## config.mk

```make
export PLATFORM = sky130hd
export DESIGN_NAME = dec_ctrl
export DESIGN_NICKNAME = d
export VERILOG_FILES = /design/src/rtl/dec_ctrl.sv
export SDC_FILE = /design/constraint.sdc
export NUM_CORES = 1
export LEC_CHECK = 0
export CELL_PAD_IN_SITES_DETAIL_PLACEMENT = 0
export CELL_PAD_IN_SITES_GLOBAL_PLACEMENT = 2
export CORE_MARGIN = 2
export CORE_UTILIZATION = 15
export CTS_CLUSTER_DIAMETER = 60
export DETAILED_ROUTE_END_ITERATION = 12
export PLACE_DENSITY = 0.92
export SETUP_SLACK_MARGIN = 0.15
export SYNTH_ARGS = -nofsm -noshare
export SYNTH_HDL_FRONTEND = slang
export SYNTH_SLANG_ARGS = --single-unit
```

## constraint.sdc

```tcl
create_clock -name clock -period 2.5 [get_ports clock]
set_input_delay 0.5 -clock clock [delete_from_list [all_inputs] [get_ports clock]]
set_output_delay 0.5 -clock clock [all_outputs]
set_load 0.02 [all_outputs]
```

## src/rtl/dec_ctrl.sv

```systemverilog
// Decode-stage pipeline controller: bundle valid/ready handshake, illegal-way masking, exception hold.
// Optional issue back-pressure stall counter enabled by DEC_STALL_CNT_EN.
module dec_ctrl #(
  parameter int WAYS  = 2,
  parameter int CNT_W = 32
) (
  input  logic             clock,
  input  logic             reset_n,
  input  logic             fetch_valid_i,
  input  logic [WAYS-1:0]  fetch_way_vld_i,
  output logic             fetch_ready_o,
  output logic             pipe_load_decode_o,
  input  logic [WAYS-1:0]  illegal_inst_r0_i,
  output logic             dec_valid_o,
  output logic [WAYS-1:0]  dec_way_vld_r0_o,
  output logic [WAYS-1:0]  issue_vld_o,
  input  logic             issue_ready_i,
  input  logic             flush_i,
  output logic             exc_req_o,
  output logic             exc_way_o,
  output logic [CNT_W-1:0] stall_cnt_o
);

  typedef enum logic {RUN = 1'b0, EXCP = 1'b1} state_e;

  state_e          r_state;
  state_e          w_next_state;
  logic            r_dec_valid;
  logic [WAYS-1:0] r_way_vld;
  logic            r_exc_way;
  logic            w_ready;
  logic            w_load;
  logic [WAYS-1:0] w_ill;
  logic [WAYS-1:0] w_issue_vld;
  logic            w_exc_way;
  logic            w_take_exc;

  // Reset gating keeps the handshake outputs quiet while reset_n is held low.
  assign w_ready = reset_n & (r_state == RUN) & ~flush_i & (~r_dec_valid | issue_ready_i);
  assign w_load  = fetch_valid_i & w_ready;
  assign w_ill   = illegal_inst_r0_i & r_way_vld;

  always_comb begin
    w_issue_vld  = r_way_vld;
    w_exc_way    = 1'b0;
    w_take_exc   = 1'b0;
    w_next_state = r_state;
    if (w_ill[0]) begin
      w_issue_vld = '0;
      w_exc_way   = 1'b0;
    end else if (w_ill[1]) begin
      w_issue_vld = 2'b01;
      w_exc_way   = 1'b1;
    end
    if (!r_dec_valid || r_state == EXCP) begin
      w_issue_vld = '0;
    end
    case (r_state)
      RUN: begin
        if (r_dec_valid && issue_ready_i && (|w_ill) && !flush_i) begin
          w_take_exc   = 1'b1;
          w_next_state = EXCP;
        end
      end
      EXCP: begin
        if (flush_i) begin
          w_next_state = RUN;
        end
      end
      default: w_next_state = RUN;
    endcase
  end

  always_ff @(posedge clock or negedge reset_n) begin
    if (!reset_n) begin
      r_state     <= RUN;
      r_dec_valid <= 1'b0;
      r_way_vld   <= '0;
      r_exc_way   <= 1'b0;
    end else begin
      r_state <= w_next_state;
      if (flush_i) begin
        r_dec_valid <= 1'b0;
        r_way_vld   <= '0;
      end else if (w_load) begin
        r_dec_valid <= 1'b1;
        r_way_vld   <= fetch_way_vld_i;
      end else if (issue_ready_i) begin
        r_dec_valid <= 1'b0;
      end
      if (w_take_exc) begin
        r_exc_way <= w_exc_way;
      end
    end
  end

`ifdef DEC_STALL_CNT_EN
  logic [CNT_W-1:0] r_stall_cnt;
  logic             w_stall_inc;

  assign w_stall_inc = r_dec_valid & ~issue_ready_i & (r_state == RUN);

  // Saturating count; only reset clears it.
  always_ff @(posedge clock or negedge reset_n) begin
    if (!reset_n) begin
      r_stall_cnt <= '0;
    end else if (w_stall_inc && (r_stall_cnt != {CNT_W{1'b1}})) begin
      r_stall_cnt <= r_stall_cnt + {{(CNT_W-1){1'b0}}, 1'b1};
    end
  end

  assign stall_cnt_o = r_stall_cnt;
`else
  assign stall_cnt_o = '0;
`endif

  assign fetch_ready_o      = w_ready;
  assign pipe_load_decode_o = w_load;
  assign dec_valid_o        = r_dec_valid;
  assign dec_way_vld_r0_o   = r_way_vld;
  assign issue_vld_o        = w_issue_vld;
  assign exc_req_o          = (r_state == EXCP);
  assign exc_way_o          = r_exc_way;

endmodule
```

==> Word level (Yosys, flattened, before mapping) <==
Cells that the tools add are included.
{ "word_totals": {"output_inout_bits": 41, "reg_bits": 5} }
{ "op_classes": {"bitwise": 9, "mux": 14, "reduce_logical": 9} }
{ "ops": {"columns": ["op", "count"], "rows": [
  ["two-way mux 2 bit", 5],
  ["two-way mux 1 bit", 8],
  ["bitwise AND 1 bit", 4],
  ["logical AND 1 bit", 3],
  ["inverter 1 bit", 3],
  ["nonzero test 3 bit", 1],
  ["bitwise AND 2 bit", 1],
  ["zero test 1 bit", 2],
  ["one-hot mux 1 bit (2 select lines)", 1],
  ["nonzero test 2 bit", 1],
  ["OR reduction 2 bit", 1],
  ["logical OR 1 bit", 1],
  ["OR 1 bit", 1]
]} }

==> Longest topological paths before layout <==
{ "depth": {"depth_word": 7, "ltp_mapped": 3, "mapped_depth_nobuf": 3} }

==> Worst setup path after synthesis <==
No wires, ideal clock.
{ "synth_timing": {"path_kind": "reg2out", "startpoint": "register r_state, in the netlist exc_req_o", "endpoint": "output port issue_vld_o[1]", "slack_ns": 0.252, "arrival_ns": 1.748, "required_time_ns": 2.000, "path_buffers": 0, "stages_incl_launch_ff": 4, "cell_sequence": "dfrtp_1 > inv_1 > nand2_1 > a2111oi_0"} }
{ "synth_via": {"elab_chain_cells": 2} }
{ "synth_lines": {"columns": ["element", "line_no", "source"], "rows": [
  ["start: declaration", "26", "state_e r_state;"],
  ["start signal: assignment", "81", "r_state <= w_next_state;"],
  ["logical OR 1 bit", "55", "if (!r_dec_valid || r_state == EXCP) begin"],
  ["two-way mux 2 bit", "55", null],
  ["end: declaration", "16", "output logic [WAYS-1:0] issue_vld_o,"]
]} }
No other way between the ends.

==> Worst setup path in the final report <==
{ "layout_timing": {"startpoint": "input port illegal_inst_r0_i[1]", "endpoint": "output port issue_vld_o[0]"} }
{ "layout_via": {"elab_chain_cells": 4} }
{ "layout_lines": {"columns": ["element", "line_no", "source"], "rows": [
  ["start: declaration", "13", "input logic [WAYS-1:0] illegal_inst_r0_i,"],
  ["bitwise AND 2 bit", "41", "assign w_ill = illegal_inst_r0_i & r_way_vld;"],
  ["two-way mux 2 bit", "51", "end else if (w_ill[1]) begin"],
  ["two-way mux 2 bit", "48", "if (w_ill[0]) begin"],
  ["two-way mux 2 bit", "55", null]
]} }
No other way between the ends.

==> results.sh <==
export IMPL_cts_buffer_depth=2
export IMPL_dr_first_iter_drc_count=13
export IMPL_setup_viol=0
export IMPL_insertion_delay_ns=0.24
export IMPL_crit_fanout=3
export IMPL_worstPathRequired_ns=2.00
export IMPL_dr_total_vias=378
export IMPL_whs_ns=0.574
export IMPL_async_reset_ff_frac=1.00
export IMPL_wl_per_cell_um=7.50
export IMPL_finalNetCount=96
export IMPL_route_detailed_drc=0
export IMPL_synth_xor_area_frac=0
export IMPL_synthSimpleGateAreaFrac=0.140
export IMPL_post_route_period_util=0.888
export IMPL_cts_resized_gates=4
export IMPL_n_antenna_cell=0
export IMPL_synth_fa_ha_area_frac=0
export IMPL_fillers=396
export IMPL_grt_pass1_vias=301
export IMPL_hold_buffers=0
export IMPL_post_dp_cell_area_um2=669
export IMPL_post_cts_buffers=0
export IMPL_crit_chain="clkdlybuf4s50_1, nand2_1, mux2_2, nor2_1, dlygate4sd2_1"
export IMPL_finalWorstSetupSlack_ns=0.279
export IMPL_cts_buffers=3
export IMPL_min_path_type="reg2reg"
export IMPL_tritoncts="done"
export IMPL_via_per_inst=2.86
export IMPL_worst_setup_path_start_kind="input pin"
export IMPL_clkPwrFrac=0.323
export IMPL_powerDensity_nw_per_um2=408
export IMPL_skew_ns=0.00487
export IMPL_synth_edf_count=0
export IMPL_syn_inst=61
export IMPL_switching_share=0.364
export IMPL_syn_area_per_cell_um2=8.66
export IMPL_utilization=0.205
export IMPL_cts_sinks=5
export IMPL_num_rows=21
export IMPL_cp_end_kind="output port"
export IMPL_dp_hpwl_um=905
export IMPL_synthMuxAreaShare=0.0640
export IMPL_grt_max_degree=7
export IMPL_ys_top_cells_by_count="buf_4 (32), dfrtp_1 (5), inv_1 (3), nand2_1 (3)"
export IMPL_synth_ff_type="dfrtp_1"
export IMPL_cp_arrival_ns=1.72
export IMPL_status="finished, final reports clean"
export IMPL_synth_area_leader_cell="buf_4"
export IMPL_synth_area_leaders="buf_4 (45%), dfrtp_1 (24%), mux2_1 (4.3%), a31oi_1 (2.4%), and4bb_1 (2.4%)"
export IMPL_ir_worst_vdd_mv=0.157
export IMPL_dieHeight_um=63.3
export IMPL_max_freq_mhz=450
export IMPL_p_total_mw=0.281
export IMPL_critPathTopFamily="buffers and inverters"
export IMPL_critical_path_slowest_cell="clkdlybuf4s50_1"
export IMPL_seq_power_share=0.322
export IMPL_ioPinCount=50
export IMPL_antenna_found_initial=0
export IMPL_grt_pass1_wl_um=1410
export IMPL_grt_overflow=0
export IMPL_crit_type="in2out"
export IMPL_p_sw_mw=0.102
export IMPL_die_area_um2=4010
export IMPL_wl_um=990
export IMPL_yosysTopAreaCellShare=0.455
export IMPL_hold_violations=0
export IMPL_synth_cell_types=18
export IMPL_synth_warnings=0
export IMPL_p_int_mw=0.179
export IMPL_path_clk_slew_ns=0.04
export IMPL_slew_viol_final=0
export IMPL_rsz0062_at_grt="no"
export IMPL_period_needed_ns=2.22
export IMPL_port_buffer_count=17
export IMPL_fin_area_um2=691
export IMPL_clk_root_buffer_cell="clkbuf_4"
export IMPL_yosysMostFrequentCell="buf_4"
export IMPL_die_x_um=63.3
export IMPL_pre_cts_slack_ns=-0.0718
export IMPL_area_delta_synth_final_pct=30.8
export IMPL_track_usage=0.0489
export IMPL_ys_seq_area_frac=0.237
export IMPL_p_comb_frac=0.354
export IMPL_cpPeakStageDelay_ns=0.49
export IMPL_p_leak_nw=0.352
export IMPL_drv_cap=0
export IMPL_initial_core_util=0.157
export IMPL_synth_compound_area_frac=0.0758
export IMPL_synth_top_family_by_area="buffers and inverters"
export IMPL_syn_area_um2=528
export IMPL_first_pass_iters=4
export IMPL_h_tree_depth=1
export IMPL_ys_ff_latch=5
export IMPL_ant_nets=0
export IMPL_drive_gt1_frac=0.151
export IMPL_critPathBufInv=2
export IMPL_core_um2=3360
export IMPL_place_congestion=0.796
-- stage by stage --
step | TNS, ns | instances
final | 0 | 132
after global routing | 0 | 132
after CTS | 0 | 132
after detailed placement | -0.0764 | 128
after global placement | 0 | 128
after floorplan | 0 | 92
-- power groups by stage --
stage                     clock network (mW)  logic [mW]  registers [mW]
after global placement                     0      0.0990          0.0915
after global routing                   0.106       0.106          0.0915
after detailed placement                   0       0.100          0.0919
after CTS                             0.0950      0.0991          0.0907
final                                 0.0910      0.0997          0.0908
after floorplan                            0      0.0953          0.0965
-- final timing paths --
path | depth (start not counted) | to | startpoint | slack [ns]
hold / removal | 2 | exc_way_o | exc_way_o | 0.57
hold reg to reg | 2 | exc_way_o | exc_way_o | 0.57
min in group asynchronous | 2 | exc_way_o | reset_n | 0.60
setup / recovery | 5 | issue_vld_o[0] | illegal_inst_r0_i[1] | 0.28
max in group asynchronous | 2 | dec_valid_o | reset_n | 1.79
setup reg to reg | 4 | dec_way_vld_r0_o[0] | dec_valid_o | 1.22
-- sequential cells by signal, indices dropped and copies added, names as in the netlist --
register / flops
exc_way_o: 1
dec_valid_o: 1
exc_req_o: 1
dec_way_vld_r0_o: 2
-- kinds of logic (layout without fill, tap and decap cells) --
family,count (synthesis),after routing
AO/OA/AOI/OAI,6,6
buffers and inverters,35,29
flip-flops,5,5
multiplexers,3,3
other,1,32
AND/OR/NAND/NOR,11,11
-- worst reg2reg max path, cell delays in order, from the launching register on --
cell and delay, ns:
dfrtp_1 0.41, nand2b_1 0.16, nand4_2 0.13, buf_4 0.16, mux2_1 0.30
-- layout by cell type (no fill, tap or decap), drive strengths merged, types with 2 or more instances in the layout --
cell / n
a31oi: 2
nand2: 3
clkdlybuf4s50: 13
clkbuf: 4
conb: 32
nor2: 3
o21ai: 2
mux2: 3
dlygate4sd2: 4
dfrtp: 5
inv: 3
buf: 5
-- layout make-up --
| class | instances | area [um2] | share of cell area |
|---|---|---|---|
| Inverter | 3 | 11.3 | 0.0163 |
| Sequential cell | 5 | 125 | 0.181 |
| Tap cell | 46 | 57.6 | 0.0833 |
| Timing Repair Buffer | 22 | 203 | 0.293 |
| Multi-Input combinational cell | 52 | 268 | 0.388 |
| Clock buffer | 4 | 26.3 | 0.0380 |
-- layer usage --
layer,vias up,global-route usage,share of wire
li1,185,-,-
met3,0,0.0571,0.19
met5,-,0,0
met1,162,0.0620,0.45
met4,0,0.00815,0
met2,31,0.0513,0.36
Note: power is estimated with default switching activity, not from simulation.
